$ cat src/rtl/axi_pkg.sv
// axi_pkg: shared AXI4-Lite definitions for the bridge and its interface.
package axi_pkg;
    localparam int AXI_ADDR_WIDTH = 32;
    localparam int AXI_DATA_WIDTH = 32;

    localparam logic [1:0] AXI_RESP_OKAY   = 2'b00;
    localparam logic [1:0] AXI_RESP_SLVERR = 2'b10;
    localparam logic [1:0] AXI_RESP_DECERR = 2'b11;

    typedef enum logic [2:0] {
        IDLE,
        WRITE,
        WRESP,
        RADDR,
        RDATA
    } axil_state_e;
endpackage

$ cat src/rtl/axi_intf.sv
// axi_intf: AXI4-Lite channel bundle with master and slave views.
interface axi_intf #(
    parameter int ADDR_WIDTH = 32,
    parameter int DATA_WIDTH = 32
) (
    input logic aclk
);
    localparam int STRB_WIDTH = DATA_WIDTH / 8;

    logic [ADDR_WIDTH-1:0] awaddr;
    logic                  awvalid;
    logic                  awready;
    logic [DATA_WIDTH-1:0] wdata;
    logic [STRB_WIDTH-1:0] wstrb;
    logic                  wvalid;
    logic                  wready;
    logic                  bvalid;
    logic                  bready;
    logic [1:0]            bresp;
    logic [ADDR_WIDTH-1:0] araddr;
    logic                  arvalid;
    logic                  arready;
    logic                  rvalid;
    logic                  rready;
    logic [DATA_WIDTH-1:0] rdata;
    logic [1:0]            rresp;

    modport master (
        input  aclk,
        output awaddr, awvalid, wdata, wstrb, wvalid, bready, araddr, arvalid, rready,
        input  awready, wready, bvalid, bresp, arready, rvalid, rdata, rresp
    );

    modport slave (
        input  aclk,
        input  awaddr, awvalid, wdata, wstrb, wvalid, bready, araddr, arvalid, rready,
        output awready, wready, bvalid, bresp, arready, rvalid, rdata, rresp
    );
endinterface

$ cat src/rtl/axil_master_bridge.sv
// axil_master_bridge: turns the core's single-request memory port into
// AXI4-Lite master transactions with one transaction in flight.
module axil_master_bridge
    import axi_pkg::*;
#(
    parameter int ADDR_WIDTH = AXI_ADDR_WIDTH,
    parameter int DATA_WIDTH = AXI_DATA_WIDTH,
    localparam int STRB_WIDTH = DATA_WIDTH / 8
) (
    axi_intf.master                 axi,
    input  logic                    rst,
    input  logic                    req_valid,
    output logic                    req_ready,
    input  logic                    req_we,
    input  logic [ADDR_WIDTH-1:0]   req_addr,
    input  logic [DATA_WIDTH-1:0]   req_wdata,
    input  logic [STRB_WIDTH-1:0]   req_wstrb,
    output logic                    rsp_valid,
    output logic [DATA_WIDTH-1:0]   rsp_rdata,
    output logic                    rsp_err
);
    axil_state_e           state_q, state_d;
    logic [ADDR_WIDTH-1:0] addr_q, addr_d;
    logic [DATA_WIDTH-1:0] wdata_q, wdata_d;
    logic [STRB_WIDTH-1:0] wstrb_q, wstrb_d;
    logic [DATA_WIDTH-1:0] rdata_q, rdata_d;
    logic                  aw_done_q, aw_done_d;
    logic                  w_done_q, w_done_d;
    logic                  rsp_valid_q, rsp_valid_d;
    logic                  rsp_err_q, rsp_err_d;
    logic                  accept, aw_hs, w_hs, b_done, r_done;

    always_ff @(posedge axi.aclk or posedge rst) begin
        if (rst) state_q <= IDLE;
        else     state_q <= state_d;
    end

    always_comb begin
        state_d = state_q;
        case (state_q)
            IDLE:    state_d = req_valid ? (req_we ? WRITE : RADDR) : IDLE;
            WRITE:   state_d = ((aw_done_q || aw_hs) && (w_done_q || w_hs)) ? WRESP : WRITE;
            WRESP:   state_d = axi.bvalid ? IDLE : WRESP;
            RADDR:   state_d = axi.arready ? RDATA : RADDR;
            RDATA:   state_d = axi.rvalid ? IDLE : RDATA;
            default: state_d = IDLE;
        endcase
    end

    // AXI payloads come only from the latched request so they stay stable while valid.
    always_comb begin
        req_ready   = state_q == IDLE;
        axi.awvalid = state_q == WRITE && !aw_done_q;
        axi.wvalid  = state_q == WRITE && !w_done_q;
        axi.bready  = state_q == WRESP;
        axi.arvalid = state_q == RADDR;
        axi.rready  = state_q == RDATA;
        axi.awaddr  = addr_q;
        axi.araddr  = addr_q;
        axi.wdata   = wdata_q;
        axi.wstrb   = wstrb_q;
        rsp_valid   = rsp_valid_q;
        rsp_err     = rsp_err_q;
        rsp_rdata   = rdata_q;
    end

    always_comb begin
        accept      = state_q == IDLE && req_valid;
        aw_hs       = axi.awvalid && axi.awready;
        w_hs        = axi.wvalid && axi.wready;
        b_done      = state_q == WRESP && axi.bvalid;
        r_done      = state_q == RDATA && axi.rvalid;
        addr_d      = accept ? req_addr : addr_q;
        wdata_d     = accept ? req_wdata : wdata_q;
        wstrb_d     = accept ? req_wstrb : wstrb_q;
        aw_done_d   = state_q == WRITE && (aw_done_q || aw_hs);
        w_done_d    = state_q == WRITE && (w_done_q || w_hs);
        rsp_valid_d = b_done || r_done;
        rsp_err_d   = b_done ? axi.bresp != AXI_RESP_OKAY :
                      r_done ? axi.rresp != AXI_RESP_OKAY : rsp_err_q;
        rdata_d     = r_done ? axi.rdata : rdata_q;
    end

    always_ff @(posedge axi.aclk or posedge rst) begin
        if (rst) begin
            addr_q      <= '0;
            wdata_q     <= '0;
            wstrb_q     <= '0;
            rdata_q     <= '0;
            aw_done_q   <= 1'b0;
            w_done_q    <= 1'b0;
            rsp_valid_q <= 1'b0;
            rsp_err_q   <= 1'b0;
        end else begin
            addr_q      <= addr_d;
            wdata_q     <= wdata_d;
            wstrb_q     <= wstrb_d;
            rdata_q     <= rdata_d;
            aw_done_q   <= aw_done_d;
            w_done_q    <= w_done_d;
            rsp_valid_q <= rsp_valid_d;
            rsp_err_q   <= rsp_err_d;
        end
    end
endmodule

$ cat src/flat_wrapper.sv
// flat-port wrapper written by rule: the top's interface ports become plain ports
module axil_master_bridge_flat import axi_pkg::*;
#(
    parameter int ADDR_WIDTH = AXI_ADDR_WIDTH,
    parameter int DATA_WIDTH = AXI_DATA_WIDTH,
    localparam int STRB_WIDTH = DATA_WIDTH / 8
)
  (rst, req_valid, req_ready, req_we, req_addr, req_wdata, req_wstrb, rsp_valid, rsp_rdata, rsp_err, aclk, axi_awaddr, axi_awvalid, axi_wdata, axi_wstrb, axi_wvalid, axi_bready, axi_araddr, axi_arvalid, axi_rready, axi_awready, axi_wready, axi_bvalid, axi_bresp, axi_arready, axi_rvalid, axi_rdata, axi_rresp);
  axi_intf #(.ADDR_WIDTH(ADDR_WIDTH), .DATA_WIDTH(DATA_WIDTH)) axi_i (.aclk(aclk));
  input  logic rst;
  input  logic req_valid;
  output logic req_ready;
  input  logic req_we;
  input  logic [ADDR_WIDTH-1:0] req_addr;
  input  logic [DATA_WIDTH-1:0] req_wdata;
  input  logic [STRB_WIDTH-1:0] req_wstrb;
  output logic rsp_valid;
  output logic [DATA_WIDTH-1:0] rsp_rdata;
  output logic rsp_err;
  input wire logic aclk;
  output wire logic [$bits(axi_i.awaddr)-1:0] axi_awaddr;
  output wire logic [$bits(axi_i.awvalid)-1:0] axi_awvalid;
  output wire logic [$bits(axi_i.wdata)-1:0] axi_wdata;
  output wire logic [$bits(axi_i.wstrb)-1:0] axi_wstrb;
  output wire logic [$bits(axi_i.wvalid)-1:0] axi_wvalid;
  output wire logic [$bits(axi_i.bready)-1:0] axi_bready;
  output wire logic [$bits(axi_i.araddr)-1:0] axi_araddr;
  output wire logic [$bits(axi_i.arvalid)-1:0] axi_arvalid;
  output wire logic [$bits(axi_i.rready)-1:0] axi_rready;
  input wire logic [$bits(axi_i.awready)-1:0] axi_awready;
  input wire logic [$bits(axi_i.wready)-1:0] axi_wready;
  input wire logic [$bits(axi_i.bvalid)-1:0] axi_bvalid;
  input wire logic [$bits(axi_i.bresp)-1:0] axi_bresp;
  input wire logic [$bits(axi_i.arready)-1:0] axi_arready;
  input wire logic [$bits(axi_i.rvalid)-1:0] axi_rvalid;
  input wire logic [$bits(axi_i.rdata)-1:0] axi_rdata;
  input wire logic [$bits(axi_i.rresp)-1:0] axi_rresp;
  assign axi_awaddr = axi_i.awaddr;
  assign axi_awvalid = axi_i.awvalid;
  assign axi_wdata = axi_i.wdata;
  assign axi_wstrb = axi_i.wstrb;
  assign axi_wvalid = axi_i.wvalid;
  assign axi_bready = axi_i.bready;
  assign axi_araddr = axi_i.araddr;
  assign axi_arvalid = axi_i.arvalid;
  assign axi_rready = axi_i.rready;
  assign axi_i.awready = axi_awready;
  assign axi_i.wready = axi_wready;
  assign axi_i.bvalid = axi_bvalid;
  assign axi_i.bresp = axi_bresp;
  assign axi_i.arready = axi_arready;
  assign axi_i.rvalid = axi_rvalid;
  assign axi_i.rdata = axi_rdata;
  assign axi_i.rresp = axi_rresp;
  axil_master_bridge #(.ADDR_WIDTH(ADDR_WIDTH), .DATA_WIDTH(DATA_WIDTH)) u_core (.axi(axi_i), .rst(rst), .req_valid(req_valid), .req_ready(req_ready), .req_we(req_we), .req_addr(req_addr), .req_wdata(req_wdata), .req_wstrb(req_wstrb), .rsp_valid(rsp_valid), .rsp_rdata(rsp_rdata), .rsp_err(rsp_err));
endmodule
$ cat config.mk
export PLATFORM = sky130hd
export DESIGN_NAME = axil_master_bridge_flat
export DESIGN_NICKNAME = d
export VERILOG_FILES = /design/src/rtl/axi_pkg.sv /design/src/rtl/axi_intf.sv /design/src/rtl/axil_master_bridge.sv /design/src/flat_wrapper.sv
export SDC_FILE = /design/constraint.sdc
export NUM_CORES = 1
export LEC_CHECK = 0
export ABC_AREA = 1
export BUFFER_PORTS_ARGS = -buffer_cell sky130_fd_sc_hd__buf_2
export CORE_UTILIZATION = 30
export DETAILED_ROUTE_END_ITERATION = 10
export GPL_ROUTABILITY_DRIVEN = 0
export GPL_TIMING_DRIVEN = 0
export HOLD_SLACK_MARGIN = 0.03
export PLACE_DENSITY_LB_ADDON = 0.12
export SETUP_SLACK_MARGIN = 0.15
export SYNTH_ARGS = -nofsm -noshare
export SYNTH_HDL_FRONTEND = slang
export SYNTH_SLANG_ARGS = --single-unit
$ cat constraint.sdc
create_clock -name aclk -period 2.85 [get_ports aclk]
set_clock_uncertainty 0.1 [all_clocks]
set_input_delay 0.1425 -clock aclk [delete_from_list [all_inputs] [get_ports aclk]]
set_output_delay 0.1425 -clock aclk [all_outputs]
set_load 0.01 [all_outputs]
==> impl_metrics.ini, run 1 <==
[status]
status = complete, no violations

[cts]
clockRootBuffer = clkbuf_16
insertion_delay_ps = 340
clockBufferDepth = 2
cts_max_level = 3
post_cts_buffers = 0
clock-sinks = 107
path_clk_slew_ps = 70
ctsResizeCount = 0
cts_hold_buf = 108
numCtsBuffers = 9
cts_tree = done

[setup_path]
start_kind = register
cp-end-kind = output pin
regToRegSetupSlack_ps = 1170
cp_cell_sequence = nor2_1 > nand2_1 > nor2_1 > buf_2
path_class = reg -> out
critPathMaxStageDelay_ps = 470
cp.required_ps = 2610
crit_slowest_cell = dfrtp_1
path_max_fanout = 6
cpMostUsedCell = nor2_1
crit_arrival_ps = 1450

[power_and_ir_drop]
irDropWorstVdd_v = 0.000338
p_per_area_mw_per_mm2 = 940
power.leakage_nw = 4.48
total_power_w = 0.00738

[cells_and_area]
instances_no_fill = 1106
nNetsFinal = 1000
multi_input_area_sq_mm = 0.00133
drive_gt1_share_pct = 44.2
final_util_pct = 49.4
syn2layout_area_growth_pct = 60.8
fillers = 1530
ff_latch_area_sq_mm = 0.00268
diodes = 0

[drt]
route.vias.total = 4439
viasPerCell = 4.01
first_pass_iters = 4
drt_iter0_drc = 131
route.detailed.drc = 0
routed_wl_microns = 13500
ant_nets = 0
avgRoutedWirePerCell_microns = 12.2

[yosys]
syn_avg_cell_area_sq_um = 9.52
synth-async-reset-ratio_pct = 100
syn_inst = 513
ys_types = 17
ys_ff_latch = 107
synthesis.nets = 626
synth_area_sq_mm = 0.00488
synth-edff-count = 0
netlist_top_cells_count = nand2_1 (117), inv_1 (110), dfrtp_1 (107), o21ai_2 (70), buf_4 (33)
synth_top_area_share_pct = 54.8
synthFlopType = dfrtp_1
yosysTopAreaCell = dfrtp_1
synth.most_common_cell = nand2_1
yosys_warnings = 0
synthTopCellsByArea = dfrtp_1 (55%), o21ai_2 (13%), nand2_1 (9.0%), inv_1 (8.5%), buf_4 (5.1%)
ys_seq_area_share_pct = 54.8

[sta]
fin_tns_setup_ps = 0
setup_viol = 0
max_freq_mhz = 589
maxSlewViolCount = 0
fin_crit_ps = 1700
setup_ws_ps = 1150
rsz0062_at_grt = false
finalHoldViolations = 0
finalCritPeriodShare_pct = 59.5
worst_pin_slew_ps = 521
maxSlewHeadroom_pct = 65.2

[place]
place_ws_ps = 1390
portBuffers = 252
numPlacedInstances = 984
dp_hpwl_microns = 9650

[grt]
grt.busiest_layer = met2
first_global_vias = 4373
overflow = 0
use_met2_pct = 29.5
grtUsageTotal_pct = 16.6
grt_use_met3_pct = 2.81
grt_max_degree = 40
use_met1_pct = 19.5
grt_pass1_wl_microns = 21400
antenna_found_initial = 0

[job]
maxCapViolCount = 0

[die]
die_h_microns = 130
core_sq_mm = 0.0159
rows = 46
pin_count = 253
design.die.area_sq_mm = 0.0168
dieWidth_microns = 130
initial_core_util_pct = 30.7

[worst_hold_path]
min_path_type = in -> reg
routing by layer:
metal / part of all wire (%) / routed length, microns
met5: 0 / 0
met4: 2.2 / 299
met3: 4.7 / 641
met2: 52 / 7010
met1: 41 / 5560
cell type report:
cell class	count	area share (%)
sequential	107	34.1
timing repair buffer	363	30.7
multi-input combinational	241	16.9
buffer	54	5.88
inverter	111	5.35
tap	216	3.44
clock buffer	12	3.14
clock inverter	2	0.478
placed cells by master, fill, tap and decap left out:
cell           count
nand3_2            2
dfrtp_1          107
a21oi_1            2
o21ai_1            4
buf_4             33
nor2_1            10
bufinv_16          1
nand2_1          117
buf_2            252
clkbuf_16          9
dlygate4sd3_1    108
nand3_1            5
nand4_1            2
clkinvlp_4         2
nor2_4             1
inv_1            109
buf_6             18
inv_2              1
buf_12             2
clkbuf_1           5
o21ai_2           70
clkbuf_8           1
nor3_1             1
o21ai_0           27
buf_16             1
where the power goes:
part | total (W) | internal, W | switching, W | leakage (nW)
Sequential | 0.00269 | 0.00224 | 0.000451 | 1.35
Combinational | 0.00346 | 0.00166 | 0.00180 | 3.00
Clock | 0.00123 | 0.000697 | 0.000532 | 0.135
state kept, by name, summed over array words and instances, names as in the netlist:
register and cells:
u_core.aw_done_q 1, u_core.axi.araddr 32, u_core.axi.wdata 32, u_core.axi.wstrb 4
u_core.rsp_err 1, u_core.rsp_rdata 32, u_core.rsp_valid 1, u_core.state_q 3
u_core.w_done_q 1
kinds of logic after synthesis:
| family | count (synthesis) | share of synthesized area [%] |
|---|---|---|
| AOI/OAI and AO/OA | 103 | 15.9 |
| and+or+nand+nor | 138 | 11.3 |
| DFF | 107 | 54.8 |
| buffers and inverters | 165 | 18.0 |
metrics by stage:
step / hold slack, ps / area [sq um]
after detailed placement: 109 / 6490
final: 58.7 / 7850
after global routing: 72.9 / 7850
after floorplan: 150 / 4890
after CTS: 46.8 / 7850
after global placement: 265 / 6420
critical path, delay by kind of cell (launching register included):
family,cells,cell delay (ps)
buffers and inverters,1,140
flip-flops,1,470
AND/OR/NAND/NOR,3,510
worst paths after layout:
check,start,end,cells after the start
hold reg to reg,u_core.rsp_rdata[5],u_core.rsp_rdata[5],2
setup reg to reg,u_core.state_q[0],u_core.state_q[2],5
max in group asynchronous,rst,u_core.axi.wdata[3],5
min in group asynchronous,rst,u_core.rsp_rdata[15],3
hold / removal,axi_bvalid,u_core.rsp_err,4
setup / recovery,u_core.state_q[1],axi_wvalid,4
(Power assumes the default switching activity.)
==> inputs of run 2 (changes only) <==
Clock period 2.85 ns to 1.35 ns, I/O delays scaled along.
==> impl_metrics.ini, run 2 (same netlist as run 1, synthesis figures left out) <==
[status]
status = finished, violations left
violations = hold timing, setup timing

[die]
die_h_microns = 130
dieWidth_microns = 130
design.die.area_sq_mm = 0.0168
initial_core_util_pct = 30.7
core_sq_mm = 0.0159
rows = 46
pin_count = 253

[cells_and_area]
syn2layout_area_growth_pct = 83.8
most-common-layout-cells = buf_2 (221), dlygate4sd3_1 (110), inv_1 (108)
nNetsFinal = 1039
final_common_cell = buf_2
instances_no_fill = 1147
drive_gt1_share_pct = 58.9
diodes = 0
final_util_pct = 56.5
fillers = 1396

[grt]
grtUsageTotal_pct = 17.1
first_global_vias = 4635
grt_pass1_wl_microns = 22300
antenna_found_initial = 0
overflow = 0
grt_max_degree = 39

[drt]
dr_wl_met3_microns = 1000
route.detailed.drc = 0
drt-met1-wl_microns = 6180
drt_iter0_drc = 101
ant_nets = 0
highest_layer = met4
routed_wl_microns = 14900
first_pass_iters = 4
avgRoutedWirePerCell_microns = 13.0
viasPerCell = 4.13
route.vias.total = 4736
wl_met2_microns = 7540

[setup_path]
regToRegSetupSlack_ps = -100
start_kind = register
crit_arrival_ps = 1590
cp.required_ps = 1480
crit_slowest_cell = dfrtp_2
path_class = reg -> reg
critPathMaxStageDelay_ps = 470
path_max_fanout = 7
cp-end-kind = register
cp_cell_sequence = nor2_4 > nand3_4 > buf_12 > clkbuf_16 > nand2_2 > o21ai_1

[job]
maxCapViolCount = 0

[sta]
setup_viol = 108
finalCritPeriodShare_pct = 108
holdWs_ps = -225
setup_ws_ps = -103
maxSlewHeadroom_pct = 44.6
maxSlewViolCount = 0
finalHoldViolations = 33
fin_crit_ps = 1450
rsz0062_at_grt = true
max_freq_mhz = 688
worst_pin_slew_ps = 829

[cts]
cts_hold_buf = 110
clock-sinks = 107
cts_tree = done
path_clk_slew_ps = 70
cts_max_level = 3
clockBufferDepth = 2
numCtsBuffers = 9
insertion_delay_ps = 340
clockRootBuffer = clkbuf_16

[power_and_ir_drop]
power.leakage_nw = 4.87
total_power_w = 0.0184
irDropWorstVdd_v = 0.00105
p_per_area_mw_per_mm2 = 2050

[place]
dp_hpwl_microns = 9750
numPlacedInstances = 983
portBuffers = 252

[worst_hold_path]
min_path_type = in -> async
-- run 2: power breakdown --
| part | total (W) | switching, W | internal [W] |
|---|---|---|---|
| clock network | 0.00267 | 0.00122 | 0.00145 |
| registers | 0.00599 | 0.00126 | 0.00473 |
| logic | 0.00976 | 0.00448 | 0.00528 |
-- run 2: final timing paths --
check,startpoint,depth (start not counted),to
min in group aclk,req_valid,5,u_core.axi.araddr[12]
max in group asynchronous,rst,3,u_core.axi.araddr[29]
worst max register to register,u_core.state_q[1],6,u_core.rsp_rdata[14]
worst max-delay path,u_core.state_q[1],6,u_core.rsp_rdata[14]
worst min register to register,u_core.axi.wstrb[0],2,u_core.axi.wstrb[0]
worst min-delay path,rst,2,u_core.rsp_rdata[11]
-- run 2: area by class of cell --
type	count	area, sq um	share of cell area, %
clock buffers	11	233	2.59
plain buffers	54	636	7.08
inverters	111	423	4.71
repair buffers	402	2960	33.0
clock inverters	5	62.6	0.697
multi-input cells	241	1710	19.1
well taps	216	270	3.01
flip-flops and latches	107	2680	29.9
-- run 2: timing repair --
item / 4_1_cts / 5_1_grt
cloned: 0 / 3
pin swaps: 6 / 8
resized for setup: 62 / 98
endpoints found under the hold margin: 140 / 33
endpoints found under the setup margin: 126 / 141
buffers inserted: 9 / 26
-- run 2: per-layer routing --
metal	track usage [%]	vias up
li1	-	2343
met1	20.3	2207
met2	29.5	170
met3	4.42	16
met4	6.29	0
met5	0	-
-- run 2: metrics by stage --
stage / area, sq um / setup TNS (ps) / setup WS [ps]
after floorplan: 5100 / -11240 / -105
after global placement: 6630 / -100860 / -891
after detailed placement: 6670 / -7440 / -140
after CTS: 8340 / -5950 / -80.7
after global routing: 8980 / -14180 / -164
final: 8980 / -8200 / -103
-- run 2: critical path, delay by kind of cell (launching register included) --
family / cells / cell delay [ps]
AOI/OAI and AO/OA: 1 / 50
buffers and inverters: 2 / 330
DFF: 1 / 470
and+or+nand+nor: 3 / 370
